## src/rtl/audio_synth.sv

```systemverilog
`default_nettype none
// ============================================================================
//  Module      : audio_synth
//  Description : Stepped-scale square-wave synthesiser; up to four detuned
//                voices mixed into a single first-order PDM output bit.
//  Revision    : 1.0 - initial release
// ============================================================================
module audio_synth #(
    parameter int VOICES     = 2,
    parameter int STEP_WIDTH = 22,
    parameter int OCT_MAX    = 5,
    parameter int INTERVAL   = 7
) (
    input  logic       clk,
    input  logic       rst_n,
    input  logic [1:0] audio_select,
    input  logic [6:0] hold_note,
    output logic       audio_out,
    output logic       step_strobe,
    output logic [6:0] note_idx
);
    localparam int               OCT_W      = (OCT_MAX > 0) ? $clog2(OCT_MAX + 1) : 1;
    localparam logic [6:0]       c_top_note = 7'(12 * (OCT_MAX + 1) - 1);
    localparam logic [OCT_W-1:0] c_top_oct  = OCT_W'(OCT_MAX);

    localparam logic [1:0] c_mute = 2'd0;
    localparam logic [1:0] c_up   = 2'd1;
    localparam logic [1:0] c_down = 2'd2;
    localparam logic [1:0] c_hold = 2'd3;

    function automatic logic [8:0] period_of(input logic [3:0] semi);
        case (semi)
            4'd0:    period_of = 9'd511;
            4'd1:    period_of = 9'd480;
            4'd2:    period_of = 9'd455;
            4'd3:    period_of = 9'd430;
            4'd4:    period_of = 9'd405;
            4'd5:    period_of = 9'd383;
            4'd6:    period_of = 9'd361;
            4'd7:    period_of = 9'd341;
            4'd8:    period_of = 9'd322;
            4'd9:    period_of = 9'd303;
            4'd10:   period_of = 9'd286;
            4'd11:   period_of = 9'd270;
            default: period_of = 9'd511;
        endcase
    endfunction

    logic [STEP_WIDTH-1:0] r_tempo;
    logic                  r_strobe;
    logic                  w_step;
    logic [3:0]            r_semi, w_semi_nx;
    logic [OCT_W-1:0]      r_oct, w_oct_nx;
    logic [1:0]            r_mode;
    logic                  r_armed;
    logic [6:0]            w_hold_clamp;
    logic [3:0]            w_hold_semi;
    logic [OCT_W-1:0]      w_hold_oct;
    logic [6:0]            w_note_nx;
    logic                  w_run;
    logic [VOICES-1:0]     w_squares;
    logic [2:0]            w_sum, w_t, r_acc;
    logic                  r_out;

    assign w_step = &r_tempo;

    // Split the clamped hold note into octave/semitone by compare-and-subtract.
    always_comb begin
        w_hold_clamp = (hold_note > c_top_note) ? c_top_note : hold_note;
        w_hold_semi  = w_hold_clamp[3:0];
        w_hold_oct   = '0;
        for (int o = 1; o <= OCT_MAX; o++) begin
            if (w_hold_clamp >= 7'(12 * o)) begin
                w_hold_oct  = OCT_W'(o);
                w_hold_semi = 4'(w_hold_clamp - 7'(12 * o));
            end
        end
    end

    always_comb begin
        w_semi_nx = r_semi;
        w_oct_nx  = r_oct;
        if (w_step) begin
            case (audio_select)
                c_up: begin
                    if (r_mode != c_up) begin
                        w_semi_nx = 4'd0;
                        w_oct_nx  = '0;
                    end else if (r_semi == 4'd11) begin
                        w_semi_nx = 4'd0;
                        w_oct_nx  = (r_oct == c_top_oct) ? '0 : r_oct + OCT_W'(1);
                    end else begin
                        w_semi_nx = r_semi + 4'd1;
                    end
                end
                c_down: begin
                    if (r_mode != c_down) begin
                        w_semi_nx = 4'd11;
                        w_oct_nx  = c_top_oct;
                    end else if (r_semi == 4'd0) begin
                        w_semi_nx = 4'd11;
                        w_oct_nx  = (r_oct == '0) ? c_top_oct : r_oct - OCT_W'(1);
                    end else begin
                        w_semi_nx = r_semi - 4'd1;
                    end
                end
                c_hold: begin
                    w_semi_nx = w_hold_semi;
                    w_oct_nx  = w_hold_oct;
                end
                default: ;
            endcase
        end
    end

    // The mode register powers up as "ascending" so that an ascending run from
    // reset simply continues upward from note 0.
    always_ff @(posedge clk or negedge rst_n) begin
        if (!rst_n) begin
            r_tempo  <= '0;
            r_strobe <= 1'b0;
            r_semi   <= '0;
            r_oct    <= '0;
            r_mode   <= c_up;
            r_armed  <= 1'b0;
        end else begin
            r_tempo  <= r_tempo + STEP_WIDTH'(1);
            r_strobe <= w_step;
            r_semi   <= w_semi_nx;
            r_oct    <= w_oct_nx;
            if (w_step) begin
                r_mode  <= audio_select;
                r_armed <= 1'b1;
            end
        end
    end

    assign w_note_nx = 7'(w_oct_nx) * 7'd12 + 7'(w_semi_nx);
    assign w_run     = r_armed && (r_mode != c_mute);

    for (genvar k = 0; k < VOICES; k++) begin : g_voice
        localparam int         OFS        = k * INTERVAL;
        localparam logic [4:0] c_semi_add = 5'(OFS % 12);
        localparam int         OCT_ADD    = OFS / 12;

        logic [4:0]       w_semi_sum;
        logic             w_carry;
        logic [3:0]       w_vsemi;
        logic [OCT_W-1:0] w_voct;
        logic             w_silent;
        logic [8:0]       w_per_ld;
        logic [7:0]       w_pre_ld;
        logic [8:0]       r_per;
        logic [7:0]       r_pre;
        logic             r_sq;

        assign w_semi_sum = {1'b0, w_semi_nx} + c_semi_add;
        assign w_carry    = (w_semi_sum >= 5'd12);
        assign w_vsemi    = w_carry ? 4'(w_semi_sum - 5'd12) : w_semi_sum[3:0];
        assign w_voct     = OCT_W'(int'(w_oct_nx) + OCT_ADD + int'(w_carry));
        assign w_silent   = (int'(w_note_nx) + OFS) > int'(c_top_note);
        assign w_per_ld   = period_of(w_vsemi);
        assign w_pre_ld   = 8'hFF >> w_voct;

        always_ff @(posedge clk or negedge rst_n) begin
            if (!rst_n) begin
                r_per <= '0;
                r_pre <= '0;
                r_sq  <= 1'b0;
            end else if (audio_select == c_mute) begin
                r_sq <= 1'b0;
            end else if (w_step) begin
                r_per <= w_per_ld;
                r_pre <= w_pre_ld;
                if (w_silent) begin
                    r_sq <= 1'b0;
                end
            end else if (w_silent) begin
                r_sq <= 1'b0;
            end else if (w_run) begin
                if (r_per == '0) begin
                    r_per <= w_per_ld;
                    if (r_pre == '0) begin
                        r_pre <= w_pre_ld;
                        r_sq  <= ~r_sq;
                    end else begin
                        r_pre <= r_pre - 8'd1;
                    end
                end else begin
                    r_per <= r_per - 9'd1;
                end
            end
        end

        assign w_squares[k] = r_sq;
    end

    // First-order sigma-delta: residue always stays below VOICES.
    always_comb begin
        w_sum = '0;
        for (int k = 0; k < VOICES; k++) begin
            w_sum = w_sum + 3'(w_squares[k]);
        end
        w_t = r_acc + w_sum;
    end

    always_ff @(posedge clk or negedge rst_n) begin
        if (!rst_n) begin
            r_acc <= '0;
            r_out <= 1'b0;
        end else if (w_t >= 3'(VOICES)) begin
            r_acc <= w_t - 3'(VOICES);
            r_out <= 1'b1;
        end else begin
            r_acc <= w_t;
            r_out <= 1'b0;
        end
    end

    assign audio_out   = r_out;
    assign step_strobe = r_strobe;
    assign note_idx    = 7'(r_oct) * 7'd12 + 7'(r_semi);

endmodule
`default_nettype wire

```

## config.mk

```make
export PLATFORM = sky130hd
export DESIGN_NAME = audio_synth
export DESIGN_NICKNAME = d
export VERILOG_FILES = /design/src/rtl/audio_synth.sv
export SDC_FILE = /design/constraint.sdc
export NUM_CORES = 1
export LEC_CHECK = 0
export ABC_AREA = 1
export CAP_MARGIN = 15
export CORE_MARGIN = 8
export CORE_UTILIZATION = 45
export CTS_CLUSTER_DIAMETER = 150
export DETAILED_ROUTE_END_ITERATION = 8
export GPL_TIMING_DRIVEN = 0
export PLACE_DENSITY = 0.62
export RECOVER_POWER = 50
export SETUP_SLACK_MARGIN = 0.15
export SYNTH_ARGS = -nofsm -noshare
export SYNTH_HDL_FRONTEND = slang
export SYNTH_SLANG_ARGS = --single-unit
```

## constraint.sdc

```tcl
create_clock -name clk -period 6.9 [get_ports clk]
set_input_delay 1.38 -clock clk [delete_from_list [all_inputs] [get_ports clk]]
set_output_delay 1.38 -clock clk [all_outputs]
set_load 0.005 [all_outputs]
```

==> reports/qor.txt, run 1 <==
Internal power -> 0.804 mW
Crit path launch type -> input pin
Non-filler cells, final -> 1009
Clk pwr share -> 0.527
Final net count -> 887
Worst slew pin tran -> 2.95 ns
Reg2reg end -> g_voice[1].r_pre[2]
Die height -> 130 um
CTS tree -> yes
Leak -> 3.27 nW
Period minus WS final -> 5.79 ns
Final setup violating endpoints -> 0
Post-Syn Instances -> 802
Fmax -> 173 MHz
Ant. Diodes -> 0
Critical Path RT -> 7.12 ns
CTS hold repair buffers -> 0
Max_cap viols -> 1
RD Place Congestion -> 0.898
Clock root cell -> clkbuf_16
Reg2reg start -> r_tempo[0]
Post-Syn Area -> 5820 um^2
Mean post-synth cell area -> 7.26 um^2
Largest net degree at the start of global routing -> 56
Initial DRT Pass Iterations -> 5
Synth-to-layout area growth -> 12.1%
Pwr dens -> 157 nW/um^2
Overflow after GRT -> 0
Placeable Area -> 12600 um^2
Final wirelength -> 13.3 mm
Hold Startpoint -> r_tempo[0]
Hold depth -> 1
Vias in the first global route -> 5007
Pwr Total -> 1.03 mW
Sequential power share -> 0.424
Setup crit end kind -> register
Worst Hold End -> r_tempo[0]
VDD IR max -> 0.000133 V
Most frequent cells in the layout -> nand2_1 (182), inv_1 (102), nor2_1 (97)
Antenna violations before repair -> 0
Worst min path class -> register to register
DRC viols -> 0
Cell row count -> 41
Failing checks -> max-capacitance violations, max-slew violations
Initial drt markers -> 374
Psw -> 0.222 mW
First-pass GRT wire length -> 23.0 mm
Die width -> 130 um
Num CTS Buffers -> 9
Seq cells post-synth -> 73
Setup TNS Final -> 0 ns
PostCTS Resize Cnt -> 0
Final Hold Fails -> 0
Post-CTS setup buffer count -> 0
Max incr delay on CP -> 0.52 ns
Detailed placement HPWL -> 10.4 mm
Placed inst area -> 6240 um^2
Max Slew Vio Count -> 56
Outcome -> complete, but fails checks
R2R setup slack -> 1.67 ns
H-Tree Depth -> 3
Switching share of power -> 0.216
Worst setup path category -> input pin to register
Max FO, Critical Path -> 10
Most common cell after layout, fill and taps aside -> nand2_1
DP Cell Count -> 993
Skew final -> 0.00981 ns
Final worst path period share -> 0.839
Worst path arrival time -> 6.01 ns
Logic pwr share -> 0.049
CTS Sinks -> 73
Yosys cell types -> 52
I/O Pins -> 20
Antenna viol nets, final -> 0
GRT Total Usage -> 0.168
Ratio of cells with drive above 1 in the final layout -> 0.0812
Total number of vias -> 5205
Worst slew margin -> -0.969
Die area -> 16800 um^2
Worst-path clk slew -> 0.06 ns
Reg2reg path depth -> 27
CTS Buffer Depth -> 2
Crit path launch -> hold_note[3]
DR WL/cell -> 13.2 um
RSZ-0062 raised after global routing -> false
Synthesis Warnings -> 0
# port buffers -> 18
Sequential-to-total area share from yosys stat -> 0.314
Post-route cell area -> 6530 um^2
Clock insertion delay at the later pin of the skew report -> 0.34 ns
Filler cells -> 1274
Starting density of the core -> 0.461
Mapped Nets -> 857
CP max stage cell -> clkdlybuf4s50_1
Vias/cell -> 5.16
-- Yosys cell counts (all sizes together) --
| cell | count | share of area |
|---|---|---|
| a211oi | 2 | 0.0026 |
| a21boi | 1 | 0.0013 |
| a21oi | 26 | 0.024 |
| a221oi | 1 | 0.0015 |
| a31oi | 5 | 0.0054 |
| and3 | 1 | 0.0011 |
| buf | 7 | 0.0079 |
| clkbuf | 3 | 0.0019 |
| clkinv | 2 | 0.0021 |
| dfrtp | 72 | 0.31 |
| dfstp | 1 | 0.0045 |
| fa | 5 | 0.017 |
| ha | 39 | 0.084 |
| inv | 113 | 0.073 |
| nand2 | 193 | 0.13 |
| nand3 | 55 | 0.055 |
| nand4 | 20 | 0.023 |
| nor2 | 103 | 0.072 |
| nor3 | 13 | 0.013 |
| nor4 | 2 | 0.0047 |
| nor4b | 1 | 0.0015 |
| o2111ai | 4 | 0.0060 |
| o211ai | 7 | 0.0090 |
| o21a | 1 | 0.0013 |
| o21ai | 60 | 0.055 |
| o21bai | 1 | 0.0013 |
| o221ai | 1 | 0.0015 |
| o22ai | 6 | 0.0064 |
| o31ai | 1 | 0.0013 |
| o32ai | 1 | 0.0015 |
| or2 | 3 | 0.0032 |
| or3 | 3 | 0.0032 |
| xnor2 | 21 | 0.032 |
| xor2 | 28 | 0.042 |
-- per-stage QoR --
step | hold slack (ns) | worst slack [ns] | utilization
floorplan | 0.422 | 1.99 | -
finish | 0.454 | 1.11 | 0.517
detailed placement | 0.451 | 0.820 | 0.495
CTS | 0.459 | 1.16 | 0.522
global route | 0.469 | 0.602 | 0.517
global placement | 0.440 | 0.892 | 0.493
-- registers in the layout (all words and copies together), names as in the netlist --
name           count
audio_out          1
r_semi             4
r_tempo           22
step_strobe        1
r_acc              3
r_armed            1
r_mode             2
r_oct              3
g_voice.r_sq       2
g_voice.r_per     18
g_voice.r_pre     16
-- power groups by stage --
stage | Sequential (mW) | Clock, mW | Combinational [mW]
6_report | 0.435 | 0.541 | 0.0504
5_1_grt | 0.435 | 0.572 | 0.0589
4_1_cts | 0.435 | 0.557 | 0.0533
3_5_place_dp | 0.442 | 0 | 0.0532
3_3_place_gp | 0.442 | 0 | 0.0504
2_1_floorplan | 0.442 | 0 | 0.0289
-- metal layers --
metal,track usage,share of wire
met5,0,0
met4,0.0546,0.015
met3,0.0343,0.039
met2,0.285,0.48
met1,0.209,0.47
-- cells by family (layout without fill, tap and decap cells) --
logic type / Yosys count / in the layout / synth area share
compound gates: 117 / 117 / 0.119
xor+xnor: 49 / 49 / 0.0737
fa+ha+maj: 44 / 44 / 0.101
buf+inv: 125 / 160 / 0.0849
flops: 73 / 73 / 0.314
simple gates: 394 / 394 / 0.308
-- critical path: cells and delay by family --
kind / cells / cell delay [ns]
buffers and inverters: 7 / 1.26
adder cells (fa/ha/maj): 3 / 1.05
AO/OA/AOI/OAI: 5 / 0.85
AND/OR/NAND/NOR: 15 / 1.43
-- final cells by class --
cell class                      count  area, um^2  area share
Multi-Input combinational cell    604        3470       0.531
Sequential cell                    73        1830       0.280
Inverter                          115         437      0.0669
Clock buffer                       10         229      0.0351
Tap cell                          172         215      0.0330
Timing Repair Buffer               19         178      0.0272
Clock inverter                      6         115      0.0176
Buffer                             10        57.6     0.00882
-- worst max path at each step --
stage	end	slack (ns)	cells after the start
final	g_voice[1].r_per[8]	1.11	30
after global routing	g_voice[1].r_per[8]	0.60	30
after CTS	g_voice[1].r_per[8]	1.16	30
after detailed placement	g_voice[1].r_per[8]	0.82	30
after global placement	g_voice[1].r_per[8]	0.89	30
after floorplan	g_voice[1].r_per[8]	1.99	28
Note: power is estimated with default switching activity, not from simulation.
==> run 2, diff against run 1 <==
PLACE_DENSITY = 0.64   (was 0.62)
clock period = 5.1 ns   (was 6.9 ns; I/O delays follow)
==> reports/qor.txt, run 2 (synthesized netlist as in run 1, its figures left out) <==
Final Hold Fails -> 0
Ratio of cells with drive above 1 in the final layout -> 0.144
Final net count -> 902
RSZ-0062 raised after global routing -> false
Clock insertion delay at the later pin of the skew report -> 0.35 ns
Die width -> 130 um
Vias/cell -> 5.22
Skew final -> 0.00886 ns
Top reg by flops -> r_tempo
Most common cell after layout, fill and taps aside -> nand2_1
Most frequent cells in the layout -> nand2_1 (177), inv_1 (94), nor2_1 (91)
Outcome -> complete, but fails checks
CP max stage cell -> fa_2
Num CTS Buffers -> 9
Crit path launch type -> input pin
Final worst path period share -> 0.935
GRT Total Usage -> 0.172
Vias in the first global route -> 5175
Period minus WS final -> 4.77 ns
Ant. Diodes -> 0
Placeable Area -> 12600 um^2
Pwr dens -> 193 nW/um^2
Hold Startpoint -> r_tempo[0]
Most common cell on crit path -> nand2_1
Worst path arrival time -> 5.00 ns
Largest net degree at the start of global routing -> 44
Cell row count -> 41
# port buffers -> 18
Synth-to-layout area growth -> 17.5%
Antenna viol nets, final -> 0
Die area -> 16800 um^2
Total number of vias -> 5343
Non-filler cells, final -> 1024
I/O Pins -> 20
Top Registers -> r_tempo: 22 flops, g_voice.r_per: 18 flops, g_voice.r_pre: 16 flops
Final wirelength -> 13.9 mm
Fmax -> 210 MHz
Die height -> 130 um
Clock root cell -> clkbuf_16
Detailed placement HPWL -> 10.6 mm
R2R setup slack -> 0.50 ns
Max Slew Vio Count -> 76
Max FO, Critical Path -> 5
Buf/Inv on CP -> 6
First-pass GRT wire length -> 23.4 mm
Initial drt markers -> 271
Worst-path clk slew -> 0.06 ns
DP Cell Count -> 993
Reg2reg start -> r_tempo[0]
Leak -> 3.39 nW
Setup crit end kind -> register
Worst setup path category -> input pin to register
CTS Buffer Depth -> 2
Worst min path class -> register to register
Critical Path RT -> 5.33 ns
DRC viols -> 0
CTS Sinks -> 73
Failing checks -> max-capacitance violations, max-slew violations
Delay-heaviest family, CP -> simple AND/OR/NAND/NOR gates
H-Tree Depth -> 3
Max incr delay on CP -> 0.63 ns
Initial DRT Pass Iterations -> 4
Max_cap viols -> 2
CTS tree -> yes
Pwr Total -> 1.32 mW
Crit path launch -> hold_note[4]
Antenna violations before repair -> 0
Worst slew margin -> -0.525
Worst slew pin tran -> 2.29 ns
Starting density of the core -> 0.461
VDD IR max -> 0.000170 V
DR WL/cell -> 13.5 um
RD Place Congestion -> 0.906
Final Util -> 0.542
Max reg flops -> 22
Final setup violating endpoints -> 0
Hold Slack -> 0.448 ns
Overflow after GRT -> 0
run 2: changes by cell type in the layout (fill, tap and decap cells not counted), moves of 4 or more:
cell / change
nand2_2: +4
o21ai_0: -4
inv_1: -8
clkdlybuf4s50_1: -5
buf_4: +13
nor3_1: -4
nand2_1: -5
nor2_1: -6
inv_2: +8
run 2: area by class of cell:
type / instances / area [um^2]
clock buffers: 10 / 239
plain buffers: 10 / 66.3
fillers: 1219 / 5780
multi-input cells: 604 / 3670
inverters: 115 / 437
repair buffers: 34 / 310
clock inverters: 6 / 73.8
well taps: 172 / 215
flip-flops and latches: 73 / 1830
run 2: repair_timing:
action                     in CTS  in global routing
buffers inserted                6                  8
gates resized for setup        24                 38
hold buffers                    0                  0
pin swaps                       7                 14
gates cloned                    0                  1
setup endpoints to repair      35                 34
run 2: through the flow:
| step | cell area [um^2] | worst slack [ns] | setup TNS [ns] |
|---|---|---|---|
| after global routing | 6840 | 0.101 | 0 |
| after CTS | 6660 | 0.174 | 0 |
| after detailed placement | 6240 | -0.677 | -19.40 |
| final | 6840 | 0.333 | 0 |
| after floorplan | 5820 | 0.554 | 0 |
| after global placement | 6220 | -0.552 | -15.06 |
run 2: final timing paths:
| check | to | depth (start not counted) |
|---|---|---|
| setup / recovery | g_voice[1].r_per[8] | 32 |
| hold / removal | r_tempo[0] | 1 |
| setup reg to reg | g_voice[1].r_pre[2] | 27 |
| hold reg to reg | r_tempo[0] | 1 |
| max in group asynchronous | g_voice[1].r_per[0] | 2 |
| min in group asynchronous | r_tempo[15] | 1 |
run 2: per-layer routing:
layer,track usage,part of all wire
met1,0.207,0.45
met2,0.299,0.49
met3,0.0282,0.038
met5,0,0
met4,0.0731,0.021
run 2: report_power, final:
| part | internal (mW) | switching [mW] | leakage (nW) |
|---|---|---|---|
| combinational | 0.0244 | 0.0480 | 2.33 |
| sequential | 0.584 | 0.00402 | 0.907 |
| clock | 0.398 | 0.263 | 0.154 |
==> run 3, diff against run 2 <==
CORE_ASPECT_RATIO = 1.1   (was not set)
HOLD_SLACK_MARGIN = 0.15   (was not set)
SKIP_LAST_GASP = 1   (was not set)
==> reports/qor.txt, run 3 (synthesized netlist as in run 1, its figures left out) <==
CTS tree -> yes
Vias in the first global route -> 5142
Final Hold Fails -> 0
Antenna viol nets, final -> 0
Die area -> 16800 um^2
Setup crit end kind -> register
Max_cap viols -> 1
Outcome -> complete, but fails checks
Max reg flops -> 22
Detailed placement HPWL -> 10.7 mm
Total number of vias -> 5366
Largest net degree at the start of global routing -> 58
Worst path arrival time -> 4.96 ns
Ratio of cells with drive above 1 in the final layout -> 0.159
CP max stage cell -> fa_2
Top Registers -> r_tempo: 22 flops, g_voice.r_per: 18 flops, g_voice.r_pre: 16 flops
Clock root cell -> clkbuf_16
Max FO, Critical Path -> 6
Worst slew margin -> -0.775
Pwr dens -> 194 nW/um^2
Register Area -> 1830 um^2
Buf/Inv on CP -> 6
DP Cell Count -> 978
Cell row count -> 43
Crit path launch type -> input pin
Worst slew pin tran -> 2.66 ns
GRT Total Usage -> 0.168
Met2 Track Usage GR -> 0.299
Most common cell after layout, fill and taps aside -> nand2_1
Multi-input logic area -> 3680 um^2
Non-filler cells, final -> 1013
Final wirelength -> 14.1 mm
Worst setup path category -> input pin to register
Num CTS Buffers -> 9
Die height -> 135 um
RSZ-0062 raised after global routing -> false
Leak -> 3.39 nW
Most common cell on crit path -> nand2_1
CTS Sinks -> 73
Worst-path clk slew -> 0.06 ns
Max Slew Vio Count -> 58
GR Util met1 -> 0.195
Placed inst area -> 6220 um^2
Overflow after GRT -> 0
Die width -> 124 um
I/O Pins -> 20
DR WL/cell -> 14.0 um
VDD IR max -> 0.000168 V
Placeable Area -> 12600 um^2
GR Util met3 -> 0.0274
Starting density of the core -> 0.461
Delay-heaviest family, CP -> simple AND/OR/NAND/NOR gates
Most frequent cells in the layout -> nand2_1 (174), inv_1 (93), nor2_1 (87)
Clock insertion delay at the later pin of the skew report -> 0.34 ns
Failing checks -> max-capacitance violations, max-slew violations
Skew final -> 0.00816 ns
DRC viols -> 0
Busiest grt layer -> met2
Top reg by flops -> r_tempo
Period minus WS final -> 4.74 ns
Initial drt markers -> 309
Post-route setup slack -> 0.364 ns
# port buffers -> 18
Filler cells -> 1223
Final worst path period share -> 0.929
Fmax -> 211 MHz
Pre-CTS setup slack -> -0.818 ns
Final setup violating endpoints -> 0
Max incr delay on CP -> 0.62 ns
Critical Path RT -> 5.33 ns
Pwr Total -> 1.32 mW
Final net count -> 906
CTS Buffer Depth -> 2
H-Tree Depth -> 3
Initial DRT Pass Iterations -> 5
Vias/cell -> 5.30
Synth-to-layout area growth -> 17.3%
Worst min path class -> register to register
Ant. Diodes -> 0
RD Place Congestion -> 0.854
Antenna violations before repair -> 0
First-pass GRT wire length -> 23.8 mm
Post-route cell area -> 6830 um^2
==> run 3: worst paths after layout <==
| check | start | to | slack (ns) | cells after the start |
|---|---|---|---|---|
| setup / recovery | hold_note[5] | g_voice[1].r_per[8] | 0.36 | 32 |
| hold / removal | r_tempo[0] | r_tempo[0] | 0.46 | 1 |
| setup reg to reg | r_tempo[0] | g_voice[1].r_pre[5] | 0.64 | 27 |
| hold reg to reg | r_tempo[0] | r_tempo[0] | 0.46 | 1 |
| max in group asynchronous | rst_n | g_voice[1].r_pre[2] | 1.08 | 2 |
| min in group asynchronous | rst_n | r_tempo[13] | 0.77 | 1 |
==> run 3: power breakdown <==
group	total [mW]	switching (mW)	internal [mW]	leakage, nW
clock	0.658	0.270	0.389	0.146
sequential	0.588	0.00402	0.584	0.907
combinational	0.0780	0.0509	0.0271	2.34
==> run 3: metal layers <==
layer,wire length (um),up-vias
met5,0,-
met4,363,0
met3,470,23
met2,7140,93
met1,6180,2543
li1,-,2707
==> run 3: cell type report <==
type                            count  area share
Multi-Input combinational cell    604       0.539
Sequential cell                    73       0.268
Inverter                          115      0.0639
Timing Repair Buffer               38      0.0460
Clock buffer                        9      0.0330
Tap cell                          157      0.0287
Clock inverter                      7      0.0125
Buffer                             10     0.00952
==> run 3: through the flow <==
stage           util  hold WS, ns  setup TNS, ns
6_report       0.540        0.456              0
5_1_grt        0.540        0.475              0
4_1_cts        0.526        0.458              0
3_5_place_dp   0.492        0.446         -26.12
3_3_place_gp   0.490        0.435         -22.51
2_1_floorplan      -        0.422              0
==> run 3: timing repair <==
item	4_1_cts	5_1_grt
cloned	0	1
hold buffers	0	0
resized for setup	30	41
setup buffers	6	12
pin swaps	7	16
setup endpoints to repair	36	35
==> run 3: worst reg2reg max path, cell delays in order (launching register included) <==
cell	delay [ns]
dfrtp_1	0.37
ha_1	0.19
nand3_1	0.16
nor2_4	0.19
nand3_2	0.13
nor3_4	0.21
nand2_4	0.14
clkinv_4	0.13
nand2_1	0.10
o21ai_4	0.16
inv_2	0.12
ha_1	0.28
inv_2	0.14
a21oi_2	0.08
nor2_4	0.18
inv_2	0.06
ha_1	0.20
nand2_1	0.08
inv_1	0.08
a21oi_2	0.19
o21ai_2	0.09
ha_1	0.19
ha_1	0.18
or2_2	0.31
nand2_1	0.11
o21ai_0	0.10
nor2_1	0.13
a21oi_1	0.05
